File: config.mk
export PLATFORM = sky130hd
export DESIGN_NAME = onehot_scan_decoder
export DESIGN_NICKNAME = d
export VERILOG_FILES = /design/src/rtl/onehot_scan_decoder.sv
export SDC_FILE = /design/constraint.sdc
export NUM_CORES = 1
export LEC_CHECK = 0
export BUFFER_PORTS_ARGS = -buffer_cell sky130_fd_sc_hd__buf_2
export CAP_MARGIN = 20
export CORE_ASPECT_RATIO = 0.7
export CORE_MARGIN = 3
export CORE_UTILIZATION = 51
export CTS_BUF_LIST = sky130_fd_sc_hd__clkbuf_4
export CTS_CLUSTER_SIZE = 12
export DETAILED_ROUTE_END_ITERATION = 7
export PLACE_DENSITY = 0.79
export SYNTH_ARGS = -nofsm -noshare
export SYNTH_HDL_FRONTEND = slang
export SYNTH_SLANG_ARGS = --single-unit
File: constraint.sdc
create_clock -name clk -period 4.35 [get_ports clk]
set_input_delay 0.87 -clock clk [delete_from_list [all_inputs] [get_ports clk]]
set_output_delay 0.87 -clock clk [all_outputs]
set_load 0.01 [all_outputs]
File: src/rtl/onehot_scan_decoder.sv
// Registered N-output one-hot decoder with a direct-select mode and a prescaled free-running scan
// mode, for multiplexed display anodes or row strobes. Optional active-low output polarity.
module onehot_scan_decoder #(
  parameter int unsigned SEL_W      = 4,
  parameter int unsigned N_OUT      = 16,
  parameter int unsigned ACTIVE_LOW = 0,
  parameter int unsigned SCAN_DIV   = 100000,
  parameter int unsigned DIV_W      = 17
) (
  input  logic             clk,
  input  logic             rst,
  input  logic             en,
  input  logic             mode,
  input  logic [SEL_W-1:0] sel,
  input  logic [SEL_W-1:0] scan_last,
  output logic [N_OUT-1:0] y,
  output logic [SEL_W-1:0] idx,
  output logic             wrap,
  output logic             err
);

  localparam logic [SEL_W:0]   NOut      = (SEL_W + 1)'(N_OUT);
  localparam logic [SEL_W-1:0] LastIdx   = SEL_W'(N_OUT - 1);
  localparam logic [DIV_W-1:0] PrescLast = DIV_W'(SCAN_DIV - 1);
  localparam logic             Inactive  = (ACTIVE_LOW != 0);

  typedef enum logic [1:0] {StIdle, StDirect, StScan} state_e;

  state_e           state_q, state_d;
  logic [DIV_W-1:0] presc_q, presc_d;
  logic [SEL_W-1:0] idx_d, lim;
  logic [N_OUT-1:0] y_d;
  logic             wrap_d, err_d, y_on;

  always_ff @(posedge clk) begin
    if (rst) begin
      state_q <= StIdle;
    end else begin
      state_q <= state_d;
    end
  end

  always_comb begin
    state_d = StIdle;
    if (en) begin
      state_d = mode ? StScan : StDirect;
    end
  end

  // Next values for the output registers are decoded from the state being entered, so a mode
  // change shows up on y one cycle later with no intermediate cycle.
  always_comb begin
    lim     = (scan_last > LastIdx) ? LastIdx : scan_last;
    idx_d   = idx;
    presc_d = '0;
    wrap_d  = 1'b0;
    err_d   = 1'b0;
    y_on    = 1'b0;
    unique case (state_d)
      StIdle: ;
      StDirect: begin
        idx_d = sel;
        if ({1'b0, sel} >= NOut) begin
          err_d = 1'b1;
        end else begin
          y_on = 1'b1;
        end
      end
      StScan: begin
        y_on = 1'b1;
        if (state_q != StScan) begin
          idx_d = '0;
        end else if (presc_q == PrescLast) begin
          // >= rather than == so a limit lowered below the current index still wraps.
          if (idx >= lim) begin
            idx_d  = '0;
            wrap_d = 1'b1;
          end else begin
            idx_d = idx + SEL_W'(1);
          end
        end else begin
          presc_d = presc_q + DIV_W'(1);
        end
      end
      default: ;
    endcase
    for (int i = 0; i < int'(N_OUT); i++) begin
      y_d[i] = Inactive ^ (y_on && (SEL_W'(i) == idx_d));
    end
  end

  always_ff @(posedge clk) begin
    if (rst) begin
      y       <= {N_OUT{Inactive}};
      idx     <= '0;
      wrap    <= 1'b0;
      err     <= 1'b0;
      presc_q <= '0;
    end else begin
      y       <= y_d;
      idx     <= idx_d;
      wrap    <= wrap_d;
      err     <= err_d;
      presc_q <= presc_d;
    end
  end

endmodule
==> Word-level counts from Yosys, hierarchy flattened <==
Index checks and enable logic that the tools add are counted.
{ "classes": {"n_addsub": 2, "mul": 0, "n_div": 0, "order_cmp": 2, "eq_ne": 19, "shifts": 0, "n_mux": 9, "bitwise_logic": 2, "n_reduce_logical": 20} }
{ "op_table": {"columns": ["operator", "n"], "rows": [
  ["4-bit == test, first input constant", 8],
  ["17-bit by 1-bit adder with 17-bit output, second input constant", 1],
  ["17-bit == test, second input constant", 1],
  ["3-bit by 4-bit == test with 1-bit output, first input constant", 4],
  ["1-bit logical AND", 16],
  ["4-bit two-way mux", 4],
  ["2-bit by 4-bit == test with 1-bit output, first input constant", 2],
  ["4-bit one-hot mux with 2 select lines", 1],
  ["4-bit OR reduction", 2],
  ["4-bit by 1-bit adder with 4-bit output, second input constant", 1],
  ["1-bit by 4-bit == test with 1-bit output, first input constant", 1],
  ["4-bit greater-or-equal comparator", 1],
  ["4-bit > comparator, second input constant", 1],
  ["4-bit logical NOT", 1],
  ["2-bit two-way mux", 2],
  ["2-bit by 1-bit == test with 1-bit output, second input constant", 1],
  ["2-bit == test, second input constant", 1],
  ["1-bit two-way mux", 2],
  ["2-bit inequality test, second input constant", 1],
  ["1-bit NOT", 2],
  ["2-bit OR reduction", 1]
]} }
{ "totals": {"reg_bits": 40, "latch_bits": 0, "ram_bits": 0, "mem_bits_ro": 0, "in_bits": 12, "out_inout_bits": 22, "wordCells": 59, "n_memories": 0} }

==> Depth between registers and ports, before layout <==
{ "depth": {"ltp_word": 9, "depth_mapped": 8, "ltp_nobuf": 8} }

==> Worst setup path after synthesis <==
OpenSTA, ideal clock, no wires.
{ "synth_path": {"path_kind": "input port to flip-flop", "startpoint": "input port scan_last[0]", "endpoint": "register y[13]", "arrival_time_ns": 2.770, "t_required_ns": 4.284, "slack_ns": 1.514, "stages": 7, "path_buffers": 0, "cell_sequence": "ha_1 nand2b_1 a2111oi_2 o2111ai_1 o311a_2 or4b_4 a21oi_2"} }
{ "synth_between": {"elab_chain_cells": 9} }
{ "synth_rtl": {"columns": ["element", "line", "source"], "rows": [
  ["start: declaration", "15", "input logic [SEL_W-1:0] scan_last,"],
  ["4-bit > comparator", "53", "lim = (scan_last > LastIdx) ? LastIdx : scan_last;"],
  ["4-bit two-way mux *", "53", null],
  ["4-bit greater-or-equal comparator *", "75", "if (idx >= lim) begin"],
  ["4-bit two-way mux *", "75", null],
  ["4-bit two-way mux *", "73", "end else if (presc_q == PrescLast) begin"],
  ["4-bit two-way mux *", "71", "if (state_q != StScan) begin"],
  ["4-bit one-hot mux with 2 select lines *", "59", "unique case (state_d)"],
  ["4-bit == test *", "88", "y_d[i] = Inactive ^ (y_on && (SEL_W'(i) == idx_d));"],
  ["1-bit logical AND *", "88", null],
  ["end signal: assignment", "94", "y <= {N_OUT{Inactive}};"],
  ["end signal: assignment", "100", "y <= y_d;"],
  ["end: declaration", "16", "output logic [N_OUT-1:0] y,"]
]} }
Every way passes the cells marked *; elsewhere a longest branch is shown, timed or not.
A chain may end at the register's enable or synchronous reset.

==> Worst setup path after layout <==
{ "layout_path": {"startpoint": "input port scan_last[0]", "endpoint": "register y[4]"} }
{ "layout_between": {"elab_chain_cells": 9} }
{ "layout_rtl": {"columns": ["element", "line"], "rows": [
  ["4-bit > comparator", "53"],
  ["4-bit two-way mux *", "53"],
  ["4-bit greater-or-equal comparator *", "75"],
  ["4-bit two-way mux *", "75"],
  ["4-bit two-way mux *", "73"],
  ["4-bit two-way mux *", "71"],
  ["4-bit one-hot mux with 2 select lines *", "59"],
  ["3-bit by 4-bit == test with 1-bit output *", "88"],
  ["1-bit logical AND *", "88"]
]} }
Marks and branches as above.

==> qor.txt <==
vias in the first global route: 1512
r2r endpoint: y[4]$_SDFF_PP0_
DRC viols: 0
Final Hold Fails: 0
part of the cycle the worst path needs: 65.0%
fraction of registers with async set/reset: 0%
CTS clock-pin slew for the worst setup and hold paths: 0.11 ns
Final nets: 272
drt pass-1 iters: 4
Syn Area/Cell: 8.62 um2
XOR/XNOR Fraction of Synth Area: 5.54%
proportion of synthesized area in mux cells: 0.528%
count of pins over their slew limit: 0
CTS tree: built
Iter 0 DRT Violations: 131
Worst Setup SP: scan_last[0]
grt ovf: 0
pin count of the biggest net entering global routing: 18
commonest non-fill, non-tap cells in the layout: dfxtp_1 (40), nor2_1 (35), buf_2 (32)
Cells after Synth: 220
Synth warnings: 0
maximum VDD drop: 0.000213 V
Compound-Gate Fraction of Synth Area: 16.8%
number of fill cells in the layout: 313
Slew HR: 57.4%
setup violators final: 0
critical path class: input port to flop
H-tree depth: 2
Area contributors post-synth: dfxtp_1 (42%), nor2_1 (6.9%), a21oi_1 (4.8%)
Yosys top cell area share: 42.2%
n_diodes: 0
gr usage total: 19.3%
layout cells sized above 1: 20.1%
Setup Buffers After CTS: 0
final WL: 4260 um
WP data arrival: 3.03 ns
Synth Area in Adders: 3.96%
Setup TNS: 0 ns
Worst Hold Depth: 1
FF+latch count, synth: 40
nature of the critical path endpoint: flop
Post-Place Cells: 294
post_cts resized: 0
min-delay src: presc_q[0]$_SDFF_PP0_
PwrDens: 280 mW/mm2
DR vias/cell: 5.79
Post-Syn Area: 0.00190 mm2
# IOs: 34
Post-synth top flop: dfxtp_1
register area share after synthesis: 42.2%
Sequential Area: 801 um2
Worst Hold End: presc_q[0]$_SDFF_PP0_
Cell variety after synth: 49
commonest non-fill, non-tap cell in the layout: dfxtp_1
largest family of logic cells by synthesized area: simple AND/OR/NAND/NOR gates
CTS Buf Count: 5
die area: 0.00450 mm2
CTS Hold Bufs: 0
Wirelength per Cell: 14.2 um
clk_lat worst skew: 0.33 ns
max_cap viols: 0
required time worst endpoint: 4.55 ns
hold crit path type: flop to flop
Pwr Total: 0.601 mW
Multi-input gate area: 0.00104 mm2
min cycle time layout: 2.83 ns
Slew @ Worst Pin: 0.636 ns
routed vias: 1742
R2R cell count: 8
status: finished, final reports clean
Syn Nets: 238
FP Rows: 17
worst-path fanout max: 6
routability cong.: 0.946
crit start category: input port
fmax: 353 MHz
initial core utilization: 56.8%
RR Startpoint: idx[0]$_SDFF_PP0_
FF-to-FF setup slack: 1.63 ns
CTS sink cnt: 40
antenna violations before repair: 0
IO buf count: 32
clk root buf: clkbuf_4
Post-DRT Antenna Nets: 0
Post-synth EDFFs: 0
RSZ-0062 raised after global routing: no
Vert. Die Dim: 57.0 um
Post-Synth Simple-Gate Area: 27.8%
Pleak: 0.824 nW
Final Non-Filler Cells: 301
Clock Skew: 0.0126 ns
DP Wirelength: 3250 um
CTS Buffer Depth: 2
largest area contributor in the netlist: dfxtp_1
core area: 0.00334 mm2
first-pass GRT wire length: 6920 um
die width: 78.9 um
area delta synth->final: 13.0%
## metrics by stage
| stage | instance area [um2] | util, % | hold slack (ns) | setup WS, ns |
|---|---|---|---|---|
| finish | 2140 | 64.1 | 0.476 | 1.52 |
| global route | 2140 | 64.1 | 0.519 | 1.32 |
| CTS | 2140 | 64.1 | 0.481 | 1.58 |
| detailed placement | 2090 | 62.6 | 0.455 | 1.23 |
| global placement | 2090 | 62.6 | 0.448 | 1.31 |
| floorplan | 1900 | - | 0.430 | 1.51 |
## sequential cells by signal, indices dropped and copies added (netlist names)
name / flops
state_q: 2
wrap: 1
presc_q: 17
idx: 4
y: 16
## cells in the mapped netlist (4+ instances only)
cell	count
xor2_1	9
dfxtp_1	40
ha_1	6
nand2_1	14
nor3_1	5
nand4_1	6
nor2b_1	5
clkbuf_1	4
or3_1	6
inv_1	9
o21ai_0	10
nor2_1	35
a21oi_1	18
nand3_1	8
## critical path: stages
cell       delay (ns)
buf_2            0.10
ha_1             0.27
nand2b_1         0.16
a2111oi_2        0.59
o21ai_0          0.32
o22a_1           0.23
o221ai_1         0.42
a21oi_1          0.09
## routing by layer
layer	vias to the layer above	track usage, %	part of all wire, %
li1	854	-	-
met1	805	27.6	48
met2	73	27.9	42
met3	10	7.73	8.8
met4	0	3.43	1.0
met5	-	0	0
## logic make-up after synthesis
family / Yosys count
AND/OR/NAND/NOR: 97
AO/OA/AOI/OAI: 49
flip-flops: 40
buffers and inverters: 14
XOR/XNOR: 12
adder cells (fa/ha/maj): 6
other: 1
multiplexers: 1
## area by class of cell
class / instances / area share [%]
well taps: 47 / 2.75
flip-flops and latches: 40 / 37.4
multi-input cells: 166 / 48.5
clock inverters: 2 / 0.584
inverters: 9 / 1.58
clock buffers: 5 / 1.75
repair buffers: 32 / 7.48
## power breakdown
group,switching [mW],internal [mW],total (mW)
Sequential,0.00395,0.370,0.374
Clock,0.116,0.0591,0.175
Combinational,0.0311,0.0207,0.0518
## worst max path at each step
| stage | to | slack [ns] |
|---|---|---|
| after floorplan | y[13]$_SDFF_PP0_ | 1.51 |
| after global placement | y[13]$_SDFF_PP0_ | 1.31 |
| after detailed placement | y[4]$_SDFF_PP0_ | 1.23 |
| after CTS | y[5]$_SDFF_PP0_ | 1.58 |
| after global routing | y[7]$_SDFF_PP0_ | 1.32 |
| final | y[4]$_SDFF_PP0_ | 1.52 |
(Power assumes the default switching activity.)
